`src/rtl/bp_be_mem_exc_pipe.sv`:
```
// Memory-pipe exception/miss tracker: follows memory ops through mem0..mem2,
// raises exceptions or commits at mem2+1, and stalls issue on TLB/D$ misses
// until the fill completes, then requests a replay of the missing PC.
module bp_be_mem_exc_pipe #(
    parameter int unsigned vaddr_width_p = 39,
    parameter int unsigned eaddr_width_p = 64
) (
    input  logic                     clk_i,
    input  logic                     reset_i,
    input  logic                     flush_i,
    input  logic                     issue_v_i,
    input  logic [vaddr_width_p-1:0] issue_pc_i,
    input  logic [eaddr_width_p-1:0] issue_eaddr_i,
    input  logic                     tlb_miss_v_i,
    input  logic                     cache_miss_v_i,
    input  logic                     fencei_v_i,
    input  logic                     load_misaligned_v_i,
    input  logic                     load_page_fault_v_i,
    input  logic                     load_access_fault_v_i,
    input  logic                     store_misaligned_v_i,
    input  logic                     store_page_fault_v_i,
    input  logic                     store_access_fault_v_i,
    input  logic                     ptw_fill_v_i,
    input  logic                     cache_req_complete_i,
    output logic                     busy_o,
    output logic                     commit_v_o,
    output logic                     exc_v_o,
    output logic [3:0]               exc_cause_o,
    output logic [vaddr_width_p-1:0] exc_pc_o,
    output logic [eaddr_width_p-1:0] exc_tval_o,
    output logic                     replay_v_o,
    output logic [vaddr_width_p-1:0] replay_pc_o
);

    typedef enum logic [1:0] {
        e_ready      = 2'd0,
        e_wait_tlb   = 2'd1,
        e_wait_cache = 2'd2
    } state_e;

    state_e                     r_state;
    logic                       r_busy;
    logic                       r_commit_v;
    logic                       r_exc_v;
    logic [3:0]                 r_exc_cause;
    logic [vaddr_width_p-1:0]   r_exc_pc;
    logic [eaddr_width_p-1:0]   r_exc_tval;
    logic                       r_replay_v;
    logic [vaddr_width_p-1:0]   r_replay_pc;

    logic                       r_mem1_v;
    logic [vaddr_width_p-1:0]   r_mem1_pc;
    logic [eaddr_width_p-1:0]   r_mem1_eaddr;
    logic                       r_mem2_v;
    logic [vaddr_width_p-1:0]   r_mem2_pc;
    logic [eaddr_width_p-1:0]   r_mem2_eaddr;

    logic                       w_issue_v;
    logic                       w_exc_v;
    logic [3:0]                 w_exc_cause;
    logic                       w_tlb_miss;
    logic                       w_cache_miss;
    logic                       w_squash;
    logic                       w_clean;
    logic                       w_commit;

    // mem2 status decode: faults win over misses, TLB miss wins over cache miss
    always_comb begin
        w_issue_v    = issue_v_i & ~r_busy & ~flush_i;
        w_exc_v      = r_mem2_v & (load_misaligned_v_i | store_misaligned_v_i
                                 | load_page_fault_v_i | store_page_fault_v_i
                                 | load_access_fault_v_i | store_access_fault_v_i);
        w_exc_cause  = 4'(0);
        if (load_misaligned_v_i)         w_exc_cause = 4'(4);
        else if (store_misaligned_v_i)   w_exc_cause = 4'(6);
        else if (load_page_fault_v_i)    w_exc_cause = 4'(13);
        else if (store_page_fault_v_i)   w_exc_cause = 4'(15);
        else if (load_access_fault_v_i)  w_exc_cause = 4'(5);
        else if (store_access_fault_v_i) w_exc_cause = 4'(7);
        w_tlb_miss   = r_mem2_v & ~w_exc_v & tlb_miss_v_i;
        w_cache_miss = r_mem2_v & ~w_exc_v & ~tlb_miss_v_i & cache_miss_v_i;
        w_squash     = w_exc_v | w_tlb_miss | w_cache_miss;
        w_clean      = r_mem2_v & ~w_squash;
        // fence.i retires through the same clean-commit path as loads/stores
        w_commit     = (w_clean & fencei_v_i) | (w_clean & ~fencei_v_i);
    end

    // Stage valids/payloads; a mem2 event squashes everything younger
    always_ff @(posedge clk_i or posedge reset_i) begin
        if (reset_i) begin
            r_mem1_v     <= 1'b0;
            r_mem1_pc    <= '0;
            r_mem1_eaddr <= '0;
            r_mem2_v     <= 1'b0;
            r_mem2_pc    <= '0;
            r_mem2_eaddr <= '0;
        end else if (flush_i) begin
            r_mem1_v <= 1'b0;
            r_mem2_v <= 1'b0;
        end else begin
            r_mem1_v     <= w_issue_v & ~w_squash;
            r_mem2_v     <= r_mem1_v & ~w_squash;
            r_mem1_pc    <= issue_pc_i;
            r_mem1_eaddr <= issue_eaddr_i;
            r_mem2_pc    <= r_mem1_pc;
            r_mem2_eaddr <= r_mem1_eaddr;
        end
    end

    // Miss-wait FSM with registered result pulses
    always_ff @(posedge clk_i or posedge reset_i) begin
        if (reset_i) begin
            r_state     <= e_ready;
            r_busy      <= 1'b0;
            r_commit_v  <= 1'b0;
            r_exc_v     <= 1'b0;
            r_exc_cause <= '0;
            r_exc_pc    <= '0;
            r_exc_tval  <= '0;
            r_replay_v  <= 1'b0;
            r_replay_pc <= '0;
        end else begin
            r_commit_v <= 1'b0;
            r_exc_v    <= 1'b0;
            r_replay_v <= 1'b0;
            if (flush_i) begin
                r_state <= e_ready;
                r_busy  <= 1'b0;
            end else begin
                case (r_state)
                    e_ready: begin
                        if (w_exc_v) begin
                            r_exc_v     <= 1'b1;
                            r_exc_cause <= w_exc_cause;
                            r_exc_pc    <= r_mem2_pc;
                            r_exc_tval  <= r_mem2_eaddr;
                        end else if (w_tlb_miss) begin
                            r_state     <= e_wait_tlb;
                            r_busy      <= 1'b1;
                            r_replay_pc <= r_mem2_pc;
                        end else if (w_cache_miss) begin
                            r_state     <= e_wait_cache;
                            r_busy      <= 1'b1;
                            r_replay_pc <= r_mem2_pc;
                        end else if (w_commit) begin
                            r_commit_v  <= 1'b1;
                        end
                    end
                    e_wait_tlb: begin
                        if (ptw_fill_v_i) begin
                            r_state    <= e_ready;
                            r_busy     <= 1'b0;
                            r_replay_v <= 1'b1;
                        end
                    end
                    e_wait_cache: begin
                        if (cache_req_complete_i) begin
                            r_state    <= e_ready;
                            r_busy     <= 1'b0;
                            r_replay_v <= 1'b1;
                        end
                    end
                    default: begin
                        r_state <= e_ready;
                        r_busy  <= 1'b0;
                    end
                endcase
            end
        end
    end

    assign busy_o      = r_busy;
    assign commit_v_o  = r_commit_v;
    assign exc_v_o     = r_exc_v;
    assign exc_cause_o = r_exc_cause;
    assign exc_pc_o    = r_exc_pc;
    assign exc_tval_o  = r_exc_tval;
    assign replay_v_o  = r_replay_v;
    assign replay_pc_o = r_replay_pc;

endmodule

```
`config.mk`:
```
export PLATFORM = sky130hd
export DESIGN_NAME = bp_be_mem_exc_pipe
export DESIGN_NICKNAME = d
export VERILOG_FILES = /design/src/rtl/bp_be_mem_exc_pipe.sv
export SDC_FILE = /design/constraint.sdc
export NUM_CORES = 1
export LEC_CHECK = 0
export ABC_AREA = 1
export BUFFER_PORTS_ARGS = -buffer_cell sky130_fd_sc_hd__clkbuf_2
export CORE_MARGIN = 3
export CORE_UTILIZATION = 45
export DETAILED_ROUTE_END_ITERATION = 10
export PLACE_DENSITY = 0.65
export SLEW_MARGIN = 5
export SYNTH_ARGS = -nofsm -noshare
export SYNTH_HDL_FRONTEND = slang
export SYNTH_SLANG_ARGS = --single-unit
```
`constraint.sdc`:
```
create_clock -name clk_i -period 11.66 [get_ports clk_i]
set_input_delay 0.583 -clock clk_i [delete_from_list [all_inputs] [get_ports clk_i]]
set_output_delay 0.583 -clock clk_i [all_outputs]
set_load 0.05 [all_outputs]
```
==> Yosys cells after proc, flatten, opt, wreduce, memory -nomap -nowiden <==
Index checks and enable logic that the tools add are counted.
{ "op_classes": {"n_eq_ne": 6, "bitwise": 26, "reduce_logical": 5, "mux": 37} }
{ "op_table": {"columns": ["cell", "count"], "rows": [
  ["$mux W39", 2],
  ["$mux W1", 20],
  ["$mux W4", 4],
  ["$and A1 B1 Y1", 12],
  ["$mux W2", 6],
  ["$ne A3 B3 Y1 const B", 3],
  ["$or A1 B1 Y1", 8],
  ["$reduce_and A4 Y1", 2],
  ["$mux W3", 2],
  ["$not A1 Y1", 6],
  ["$pmux W2 S3", 1],
  ["$ne A4 B4 Y1 const B", 1],
  ["$pmux W1 S3", 1],
  ["$reduce_and A3 Y1", 1],
  ["$eq A2 B1 Y1 const B", 1],
  ["$eq A2 B2 Y1 const B", 1],
  ["$logic_not A2 Y1", 1],
  ["$pmux W1 S2", 1],
  ["$reduce_bool A2 Y1", 1]
]} }
{ "word_totals": {"ff_bits": 360, "input_bits": 118, "wordCells": 89, "out_inout_bits": 150} }

==> Logic depth before layout (Yosys ltp) <==
Gate-level depths: netlist (run 1).
{ "logic_depth": {"word_depth": 21, "depth_mapped": 10, "mapped_depth_nobuf": 9} }

==> Least setup slack after synthesis (run 1) <==
Ideal clock, no wire load.
{ "synth_path": {"kind": "in2reg", "startpoint": "input store_page_fault_v_i", "endpoint": "register r_replay_pc[10], in the netlist replay_pc_o[10]", "path_slack_ns": 10.128, "t_arrival_ns": 1.414, "path_stages": 8, "n_path_buf": 2, "required_time_ns": 11.542, "path_cell_list": "nor2_2 -> nand2_2 -> nor2_4 -> nand4_2 -> buf_6 -> buf_6 -> nand2_1 -> nand2_1"} }
{ "synth_between": {"elab_chain_cells": 10} }
{ "synth_rtl": {"columns": ["element", "line_no", "rtl"], "rows": [
  ["start: declaration", "21", "input logic store_page_fault_v_i,"],
  ["$or A1 B1 Y1 *", "71", "| load_page_fault_v_i | store_page_fault_v_i"],
  ["$or A1 B1 Y1 * (2 in series)", "72", "| load_access_fault_v_i | store_access_fault_v_i);"],
  ["$and A1 B1 Y1 *", "70", "w_exc_v = r_mem2_v & (load_misaligned_v_i | store_misaligned_v_i"],
  ["$not A1 Y1 (no source line) *", null, null],
  ["$and A1 B1 Y1", "80, 81", null],
  ["$and A1 B1 Y1 (2 in series)", "81", "w_cache_miss = r_mem2_v & ~w_exc_v & ~tlb_miss_v_i & cache_miss_v_i;"],
  ["$reduce_bool A2 Y1 (no source line)", null, null],
  ["$reduce_and A4 Y1 (no source line)", null, null],
  ["end signal: assignment", "140", "r_replay_pc <= r_mem2_pc;"],
  ["end signal: assignment", "144", "r_replay_pc <= r_mem2_pc;"],
  ["end: declaration", "49", "logic [vaddr_width_p-1:0] r_replay_pc;"]
]} }
Every way passes the cells marked *; elsewhere a longest branch is shown, timed or not.
A chain may end at the register's enable or synchronous reset.

==> Worst setup path after layout (run 1) <==
{ "layout_path": {"startpoint": "input flush_i", "endpoint": "register r_exc_tval[11], in the netlist exc_tval_o[11]"} }
{ "layout_between": {"elab_chain_cells": 2} }
{ "layout_rtl": {"columns": ["element", "line_no", "rtl"], "rows": [
  ["start: declaration", "10", "input logic flush_i,"],
  ["$not A1 Y1 (no source line)", null, null],
  ["$reduce_and A3 Y1 (no source line)", null, null],
  ["end signal: assignment", "136", "r_exc_tval <= r_mem2_eaddr;"],
  ["end: declaration", "47", "logic [eaddr_width_p-1:0] r_exc_tval;"]
]} }
No other way between the ends.

==> metrics, run 1 <==
status completed; core footprint 29200 µm²; total of max-cap violations 0; RD Place Congestion 0.751; Setup TNS 0 ns; CTS root buf clkbuf_16; WL met2 14300 µm; DIE WIDTH 180 µm; Antenna Nets Post-Route 0; slew margin rel. 0.242; largest net degree at the start of global routing 192; max incr delay on CP 0.68 ns; Synth Register Bits 360; die area 32300 µm²; drt wl/cell 14.7 µm; routed wire length 30800 µm; Min Clock Period, post-route around 3.5 ns; Unique masters post-synth 26; final worst-path cycle share 0.301; via count 9858; Post-Syn Area 13600 µm²; Clock Path Buffers 3; Port Buffer Count 266; fmax 285 MHz; Worst VDD drop 0.135 mV; row count 62; Post-Synthesis Cells 1451; top cell type's share of synthesized area 0.663; final core utilization 0.560; Synth Warn # 0; Worst Path Arrival 3.86 ns; clock insertion delay at the later pin of the skew report between 0.5 and 0.6 ns; CTS buffer count 38; initial antenna violation count 2; hold-fix buffer count after cts 0; DRT iter0 DRCs 589; critical-path maximum fanout 154; Hold Path Class input pin to async pin; CTS sink count 360; Die Ht 180 µm; Avg Vias per Cell ~4.7; endpoints failing setup 0; Worst-path clk slew 0.06 ns; fill cell count 2689; layout cells sized above 1 0.202; DR WL met3 2320 µm; global-route wire length before repair around 51000 µm; syn_area_per_cell 9.36 µm²; crit path launch type input pin; leakage power 8.94 nW; dpl hpwl 19200 µm; worst endpoint required time 12.01 ns; vias in the first global route 9871; commonest non-fill, non-tap cell in the layout nand2_1; skew final ~0.011 ns; max layer used met5; CP cell instances buf_4 > inv_8 > nand2_2 > inv_2 > nand3_4 > buf_4 > buf_4 > o21ai_0; fin. max-slew vios 0; Hold Vio Cnt, Final 0; Ports 268; post-synth top area cell dfrtp_1; overall track demand over capacity in global routing 0.192; area delta synth->final 20.6%; R2R Setup Slk 8.67 ns; Ant. Diodes 0; cts repair resizes 0; nets roughly 1800; Post-CTS Setup Repair Bufs 0; Synth Net Count 1572; most frequent cells in the layout nand2_1 (689), dfrtp_1 (360), clkbuf_2 (265); H-tree depth 2; initial core utilization 0.464; CP endpoint kind register; register area share after synthesis 0.663; total grt overflow 0; CP most frequent cell buf_4; RSZ-0062 raised after global routing no; Pwr per Cell Area 205 nW/µm²; CTS tree built; Setup CP Type input pin to register; DRC 0; slowest CP cell buf_4; DRT Pass-1 Iters 5; largest cells by area after synthesis dfrtp_1 (66%), nand2_1 (19%), o21ai_0 (6.1%), inv_1 (2.8%), o21ai_1 (1.0%); Metal-1 WL 13600 µm; actual slew at the worst max-slew pin 1.14 ns
==> worst paths after layout <==
kind                       depth (start not counted)                            to                      start
hold / removal                                     2  r_mem2_eaddr[25]$_DFFE_PP0N_                    reset_i
hold reg to reg                                    2     r_mem2_pc[10]$_DFFE_PP0N_  r_mem1_pc[10]$_DFFE_PP0N_
setup reg to reg                                   8    exc_tval_o[11]$_DFFE_PP0P_     r_state[0]$_DFFE_PP0P_
min in group clk_i                                 3  r_mem1_eaddr[45]$_DFFE_PP0N_          issue_eaddr_i[45]
max in group asynchronous                          3   replay_pc_o[23]$_DFFE_PP0P_                    reset_i
setup / recovery                                   8    exc_tval_o[11]$_DFFE_PP0P_                    flush_i
==> layer usage <==
metal	vias up	global-route usage
met5	-	0
met3	41	0.0604
met2	258	0.309
li1	4943	-
met1	4612	0.255
met4	4	0.0511
==> report_power, final <==
group	internal [W]	switching (W)	leakage, nW
registers	0.00140	0.0000801	4.58
clock network	0.000789	0.000469	0.654
logic	0.000137	0.000486	3.70
total	0.00233	0.00104	8.94
==> cell families after synthesis <==
logic type | after synthesis | share of synthesized area
DFF | 360 | 0.663
and+or+nand+nor | 710 | 0.201
adders and majority gates | 3 | 0.00276
buffers and inverters | 183 | 0.0610
AOI/OAI and AO/OA | 195 | 0.0720
==> cells in the mapped netlist <==
cell	n
nand2_1	689
dfrtp_1	360
o21ai_0	165
inv_1	103
clkbuf_1	32
o21ai_1	27
buf_2	23
buf_6	11
buf_4	8
inv_2	5
nand3_1	4
nor2_1	4
ha_1	3
nor2_2	3
a21oi_1	2
nand2_2	2
buf_1	1
nand3_2	1
nand3_4	1
nand4_1	1
nand4_2	1
nor2_4	1
nor3_1	1
nor4_1	1
o31ai_1	1
or2_2	1
==> state kept, by name, summed over array words and instances, names as in the netlist, 2 cells and up <==
register      count
exc_tval_o       64
r_mem1_eaddr     64
r_mem2_eaddr     64
exc_pc_o         39
r_mem1_pc        39
r_mem2_pc        39
replay_pc_o      39
exc_cause_o       4
r_state           2
==> metrics by stage <==
| stage | hold slack [ns] | instances | setup slack (ns) | instance area [µm²] | total power [W] |
|---|---|---|---|---|---|
| final | 0.218 | 2098 | 8.15 | 16400 | 0.00337 |
| after global routing | 0.254 | 2098 | 7.74 | 16400 | 0.00352 |
| after CTS | 0.245 | 2098 | 8.04 | 16400 | 0.00341 |
| after detailed placement | 0.450 | 2033 | 7.50 | 15100 | 0.00214 |
| after global placement | 0.446 | 2033 | 7.59 | 15100 | 0.00212 |
| after floorplan | 0.442 | 1451 | 1.09 | 13600 | 0.00196 |
==> final cells by class <==
| class | count | area, µm² | share of cell area |
|---|---|---|---|
| clock buffers | 58 | 1190 | 0.0727 |
| well taps | 384 | 480 | 0.0293 |
| clock inverters | 7 | 135 | 0.00825 |
| inverters | 108 | 420 | 0.0257 |
| multi-input cells | 908 | 3740 | 0.229 |
| repair buffers | 273 | 1400 | 0.0854 |
| flip-flops and latches | 360 | 9010 | 0.550 |
==> critical path: cells and delay by family <==
family | cells | cell delay [ns]
AO/OA/AOI/OAI | 1 | 0.18
buffers and inverters | 5 | 2.29
AND/OR/NAND/NOR | 2 | 0.67
(Power assumes the default switching activity.)
==> run 2, diff against run 1 <==
--- a/config.mk
+++ b/config.mk
@@ -10,7 +10,7 @@
 export CORE_MARGIN = 3
 export CORE_UTILIZATION = 45
 export DETAILED_ROUTE_END_ITERATION = 10
-export PLACE_DENSITY = 0.65
+export PLACE_DENSITY = 0.68
 export SLEW_MARGIN = 5
 export SYNTH_ARGS = -nofsm -noshare
 export SYNTH_HDL_FRONTEND = slang
==> constraint.sdc (replaced) <==
create_clock -name clk_i -period 2.9 [get_ports clk_i]
set_input_delay 0.145 -clock clk_i [delete_from_list [all_inputs] [get_ports clk_i]]
set_output_delay 0.145 -clock clk_i [all_outputs]
set_load 0.05 [all_outputs]
==> run 2 against run 1 <==
  * Hold slack got worse by 0.20 ns
  * Highest routed layer unchanged
  * Critical path depth increased by 1
  * Non-clock buffer count increased by 119
==> metrics, run 2 (synthesis results as in run 1) <==
Hold Vio Cnt, Final 0 (unchanged); DRT Pass-1 Iters 5 (unchanged); critical-path maximum fanout 143 (-7.1%); Clock Path Buffers 3 (unchanged); fmax 447 MHz; Comb power frac 0.197 (+0.012); clock insertion delay at the later pin of the skew report 0.51 ns (about the same); Pwr per Cell Area 769 nW/µm² (+270%); Hold Path Class input pin to register; routed wire length 31900 µm (+3.6%); row count 62 (unchanged); via count 10500 (+6.1%); drt wl/cell 14.3 µm (-2.2%); GRT met1 Usage 0.268 (+0.0131); worst endpoint required time 3.32 ns (-8.69 ns); met3 Use GR 0.0554 (-0.00505); Worst Path Arrival 2.66 ns (-1.20 ns); CTS sink count 360 (unchanged); overall track demand over capacity in global routing 0.197 (+0.00520); Cell Area, Placed 15200 µm² (+0.69%); Sw Ratio 0.313 (+0.00510); Power, Total 0.0135 W (+300%); Net Switching 0.00422 W (+310%); Ports 268 (unchanged); DIE WIDTH 180 µm (unchanged); CP cell instances dlygate4sd3_1 > clkbuf_2 > nor2_2 > dlygate4sd3_1 > nand3_2 > nand3_4 > buf_12 > nand2_1 > o21ai_1; delay-heaviest family, CP buffers and inverters; Antenna Nets Post-Route 0 (unchanged); busiest layer in global routing met2; initial antenna violation count 4 (+2); DRT iter0 DRCs 619 (+5.1%); initial core utilization 0.464 (unchanged); design area 17600 µm² (+7.2%); RD Place Congestion 0.776 (+3.4%); Min Clock Period, post-route 2.24 ns; layout cells sized above 1 0.191 (-0.0113); CTS buffer count 39 (+2.6%); dpl hpwl 19300 µm (+0.51%); H-tree depth 2 (unchanged); status completed; most frequent cells in the layout nand2_1 (689), dfrtp_1 (360), clkbuf_2 (265); slew margin rel. 0.535 (+0.293); Setup CP Type input pin to register; skew final 0.0175 ns (+0.00695 ns); Port Buffer Count 266 (unchanged); crit path launch type input pin; Post-CTS Setup Repair Bufs 0 (unchanged); Clock power frac 0.361 (-0.013); Worst-path clk slew 0.06 ns (about the same); cts repair resizes 0 (unchanged); total of max-cap violations 0 (unchanged); die area 32300 µm² (unchanged); largest net degree at the start of global routing 161 (-16%); RSZ-0062 raised after global routing no; Worst Slack Setup Final 0.663 ns (-7.48 ns); slowest CP cell dlygate4sd3_1; core footprint 29200 µm² (unchanged); area delta synth->final 29.3%; endpoints failing setup 0 (unchanged); nets 1930 (+6.6%); CTS root buf clkbuf_16; fin. max-slew vios 0 (unchanged); power share of the sequential group 0.443 (+0.002); met2 usage in global routing 0.311 (+0.00136); CP endpoint kind register; Worst VDD drop 0.445 mV (+230%); DRC 0 (unchanged); leakage power 9.43 nW (+5.5%); max incr delay on CP 0.64 ns (-0.04 ns); Pint 0.00928 W (+300%); pre-CTS setup slack 1.03 ns (-6.47 ns); final worst-path cycle share 0.771; CTS tree built; worst path bufs/invs 4 (-1); actual slew at the worst max-slew pin 0.698 ns (-0.440 ns); global-route wire length before repair 53300 µm (+4.0%); Avg Vias per Cell 4.71 (+0.15%); Die Ht 180 µm (unchanged); commonest non-fill, non-tap cell in the layout nand2_1; total grt overflow 0 (unchanged); CP most frequent cell dlygate4sd3_1; vias in the first global route 10500 (+6.2%); Setup TNS 0 ns (unchanged)
-- run 2: cell types whose count changed in the layout (fill, tap and decap cells not counted) --
cell	change
buf_12	+5
buf_4	+1
bufinv_16	-2
clkbuf_1	+5
clkbuf_8	-2
clkinvlp_4	+2
diode_2	+2
dlygate4sd3_1	+113
inv_6	+1
inv_8	-1
-- run 2: what timing repair did --
action / 4_1_cts / 5_1_grt
endpoints found under the setup margin: 0 / 0
hold endpoints to repair: 165 / 0
hold buffers: 113 / 0
-- run 2: tightest hold or removal path, cell delays in order --
cell,delay (ns)
clkbuf_2,0.09
nor2_2,0.06
nand3_2,0.12
nor4_1,0.06
-- run 2: through the flow --
stage | hold slack [ns] | instances | utilization
6_report | 0.0217 | 2222 | 0.601
5_1_grt | 0.0198 | 2222 | 0.601
4_1_cts | 0.00173 | 2220 | 0.600
3_5_place_dp | 0.146 | 2039 | 0.518
3_3_place_gp | 0.138 | 2039 | 0.518
2_1_floorplan | 0.255 | 1451 | -
-- run 2: worst paths after layout --
check | cells after the start | to | start | slack (ns)
setup / recovery | 9 | exc_pc_o[1]$_DFFE_PP0P_ | store_misaligned_v_i | 0.66
hold / removal | 4 | commit_v_o$_DFF_PP0_ | load_access_fault_v_i | 0.02
setup reg to reg | 9 | exc_pc_o[6]$_DFFE_PP0P_ | r_state[0]$_DFFE_PP0P_ | 1.03
hold reg to reg | 2 | r_mem2_pc[10]$_DFFE_PP0N_ | r_mem1_pc[10]$_DFFE_PP0N_ | 0.46
max in group asynchronous | 5 | r_mem1_pc[38]$_DFFE_PP0N_ | reset_i | 1.69
min in group asynchronous | 3 | exc_pc_o[31]$_DFFE_PP0P_ | reset_i | 0.17
-- run 2: power groups by stage --
stage | Sequential, W | Combinational, W | Clock, W
2_1_floorplan | 0.00719 | 0.000686 | 0
3_5_place_dp | 0.00606 | 0.00256 | 0
6_report | 0.00598 | 0.00265 | 0.00487
3_3_place_gp | 0.00604 | 0.00251 | 0
5_1_grt | 0.00604 | 0.00288 | 0.00520
4_1_cts | 0.00598 | 0.00268 | 0.00500
-- run 2: area by class of cell --
cell class	instances	area, µm²
diodes	2	5.00
clock buffers	61	1180
clock inverters	7	91.3
fillers	2461	11700
inverters	108	417
multi-input cells	908	3740
flip-flops and latches	360	9010
well taps	384	480
repair buffers	392	2640
-- run 2: metal layers --
metal  vias up  part of all wire
met1      4900              0.44
met4         4             0.030
met3        80             0.074
li1       5178                 -
met2       294              0.45
met5         -           0.00088
==> run 3, diff against run 2 <==
--- a/config.mk
+++ b/config.mk
@@ -5,7 +5,7 @@
 export SDC_FILE = /design/constraint.sdc
 export NUM_CORES = 1
 export LEC_CHECK = 0
-export ABC_AREA = 1
+export ABC_AREA = 0
 export BUFFER_PORTS_ARGS = -buffer_cell sky130_fd_sc_hd__clkbuf_2
 export CORE_MARGIN = 3
 export CORE_UTILIZATION = 45
==> constraint.sdc (replaced) <==
create_clock -name clk_i -period 1.94 [get_ports clk_i]
set_input_delay 0.097 -clock clk_i [delete_from_list [all_inputs] [get_ports clk_i]]
set_output_delay 0.097 -clock clk_i [all_outputs]
set_load 0.05 [all_outputs]
==> run 3 against run 2 <==
  * Routed wire length shrank 8.8%
  * Worst setup slack lost 0.58 ns
  * Critical path type is now register to register
  * First-iteration DRC count shrank 40%
==> metrics, run 3 <==
Min Clock Period, post-route ~1.9 ns; worst endpoint required time 2.33 ns (-0.99 ns); delay-heaviest family, CP simple AND/OR/NAND/NOR gates; Post-synth EDFFs 0 (unchanged); Avg Vias per Cell 4.78 (+1.7%); CP cell instances inv_1 > ha_4 > nand3b_1 > and4bb_4 > buf_12 > mux2_2; CTS root buf clkbuf_16; commonest non-fill, non-tap cell in the layout dfrtp_1; Die Ht 179 µm (-0.31%); RSZ-0062 raised after global routing no; Worst VDD drop 0.894 mV (+100%); largest net degree at the start of global routing 92 (-43%); CTS buffer count 38 (-2.6%); CTS tree built; most frequent cells in the layout dfrtp_1 (360), nand2_1 (311), clkbuf_2 (265); worst r2r src r_state[1]$_DFFE_PP0P_; core footprint 29100 µm² (-0.53%); Worst Path Arrival 2.24 ns (-0.42 ns); Setup TNS 0 ns (unchanged); DR WL met3 2080 µm (-12%); max incr delay on CP 0.43 ns (-0.21 ns); initial antenna violation count 1 (-3); worst path bufs/invs 2 (-2); total grt overflow 0 (unchanged); Primary FF master, synth dfrtp_1; Unique masters post-synth 30 (+15%); Hold Path Class input pin to register; Ant. Diodes 0 (-2); fraction of registers with async set/reset 1.00 (unchanged); Power, Total 0.0215 W (+59%); crit path launch type register; top cell type's share of synthesized area 0.668 (+0.00431); via count 8692 (-17%); worst reg-to-reg path cell count 6 (-3); die area 32100 µm² (-0.62%); hold endpoint exc_cause_o[1]$_DFFE_PP0P_; Synth Warn # 0 (unchanged); DRC 0 (unchanged); Hold Vio Cnt, Final 0 (unchanged); layout cells sized above 1 0.398 (+0.207); global-route wire length before repair 46900 µm (-12%); dpl hpwl 18400 µm (-4.8%); syn_area_per_cell 13.4 µm² (+43%); Synth Net Count 1131 (-28%); DRT iter0 DRCs 371 (-40%); Pwr per Cell Area 1200 nW/µm² (+56%); critical-path maximum fanout 21 (-85%); Worst Setup SP r_state[1]$_DFFE_PP0P_; actual slew at the worst max-slew pin 0.480 ns (-0.218 ns); Metal-1 WL 12400 µm (-12%); WHS Path Cells 5 (+1); fmax 540 MHz; overall track demand over capacity in global routing 0.181 (-0.0160); H-tree depth 2 (unchanged); Post-Syn Area 13500 µm² (-0.64%); r2r endpoint replay_pc_o[30]$_DFFE_PP0P_; Clock Path Buffers 3 (unchanged); drt wl/cell 16.0 µm (+12%); most frequent cells after synthesis dfrtp_1 (360), nand2_1 (311), mux2_2 (214), buf_2 (31), mux2_1 (31); vias in the first global route 9263 (-12%); CP endpoint kind register; RD Place Congestion 0.783 (+0.88%); total of max-cap violations 0 (unchanged); final worst-path cycle share 0.955; most common cell in the synthesized netlist dfrtp_1; Antenna Nets Post-Route 0 (unchanged); largest cells by area after synthesis dfrtp_1 (67%), mux2_2 (18%), nand2_1 (8.7%), mux2_1 (2.6%), buf_2 (1.1%); post-synth top area cell dfrtp_1; Port Buffer Count 266 (unchanged); initial core utilization 0.464 (-0.000534); slew margin rel. 0.680 (+0.145); status completed; HP Start store_access_fault_v_i; R2R Setup Slk 0.09 ns (-0.94 ns); Ports 268 (unchanged); area delta synth->final 32.8%; register area share after synthesis 0.668 (+0.00431); max layer used met5; WL met2 14100 µm (-2.7%); skew final 0.0144 ns (-0.00312 ns); Post-Synthesis Cells 1010 (-30%); routed wire length 29100 µm (-8.8%); fin. max-slew vios 0 (unchanged); Synth Register Bits 360 (unchanged); clock insertion delay at the later pin of the skew report 0.51 ns (about the same); row count 62 (unchanged); fill cell count 2263 (-8.0%); nets 1529 (-21%); slowest CP cell and4bb_4; DRT Pass-1 Iters 4 (-1); endpoints failing setup 0 (unchanged); DIE WIDTH 179 µm (-0.31%); Worst-path clk slew 0.06 ns (about the same); CTS sink count 360 (unchanged); Setup CP Type register to register; leakage power 8.93 nW (-5.3%)
## run 3: changes by cell type in the layout (fill, tap and decap cells not counted), moves of 3 or more
cell      change
o21ai_1      -27
nand2b_1      +5
buf_12       +11
mux2_2      +214
nand3_1       -3
mux2_1       +31
clkbuf_8      -3
o21ai_0     -162
nor2_2        -3
inv_2         -3
nand2_1     -378
buf_4         +3
inv_1        -97
## run 3: timing repair
item	CTS	global route
endpoints found under the setup margin	0	64
hold buffers	113	0
gates resized for setup	0	4
hold endpoints to repair	181	0
setup buffers	0	0
## run 3: kinds of logic (layout without fill, tap and decap cells)
| group | after synthesis | in the layout | share of synthesized area |
|---|---|---|---|
| compound gates | 14 | 14 | 0.00686 |
| fa+ha+maj | 3 | 3 | 0.00278 |
| buf+inv | 58 | 481 | 0.0221 |
| flops | 360 | 360 | 0.668 |
| mux | 245 | 245 | 0.204 |
| simple gates | 330 | 330 | 0.0962 |
## run 3: worst max path at each step
stage / end / slack (ns) / cells after the start
after global placement: replay_pc_o[31]$_DFFE_PP0P_ / 0.13 / 6
after CTS: replay_pc_o[29]$_DFFE_PP0P_ / 0.08 / 6
after detailed placement: replay_pc_o[30]$_DFFE_PP0P_ / 0.08 / 6
after floorplan: busy_o$_DFFE_PP0P_ / -2.98 / 1
final: replay_pc_o[30]$_DFFE_PP0P_ / 0.09 / 6
after global routing: replay_pc_o[29]$_DFFE_PP0P_ / 0.01 / 6
## run 3: where the power goes
group / internal, W / switching (W)
Combinational: 0.00142 / 0.00346
Sequential: 0.00869 / 0.000644
Clock: 0.00453 / 0.00277
## run 3: cell type report
class / count / area [µm²] / share of cell area
Clock buffer: 56 / 1120 / 0.0626
Clock inverter: 9 / 148 / 0.00824
Inverter: 8 / 36.3 / 0.00202
Multi-Input combinational cell: 592 / 4210 / 0.235
Sequential cell: 360 / 9010 / 0.503
Tap cell: 384 / 480 / 0.0268
Timing Repair Buffer: 408 / 2920 / 0.163
## run 3: layer usage
| metal | track usage | vias to the layer above |
|---|---|---|
| met4 | 0.0490 | 2 |
| met1 | 0.228 | 4285 |
| li1 | - | 4141 |
| met5 | 0 | - |
| met3 | 0.0508 | 42 |
| met2 | 0.309 | 222 |
## run 3: worst min-delay path: stages
cell,delay (ns)
clkbuf_2,0.09
nand2b_1,0.06
a21oi_1,0.06
nor2_1,0.09
o31ai_1,0.07
## run 3: stage by stage
step | hold WS [ns] | utilization | std cells | setup slack, ns | cell area, µm²
2_1_floorplan | 0.194 | - | 1010 | -2.98 | 13500
3_3_place_gp | 0.123 | 0.532 | 1638 | 0.133 | 15500
3_5_place_dp | 0.123 | 0.532 | 1638 | 0.0811 | 15500
4_1_cts | 0.00672 | 0.615 | 1816 | 0.0763 | 17900
5_1_grt | 0.0271 | 0.616 | 1817 | 0.0131 | 17900
6_report | 0.0161 | 0.616 | 1817 | 0.0871 | 17900
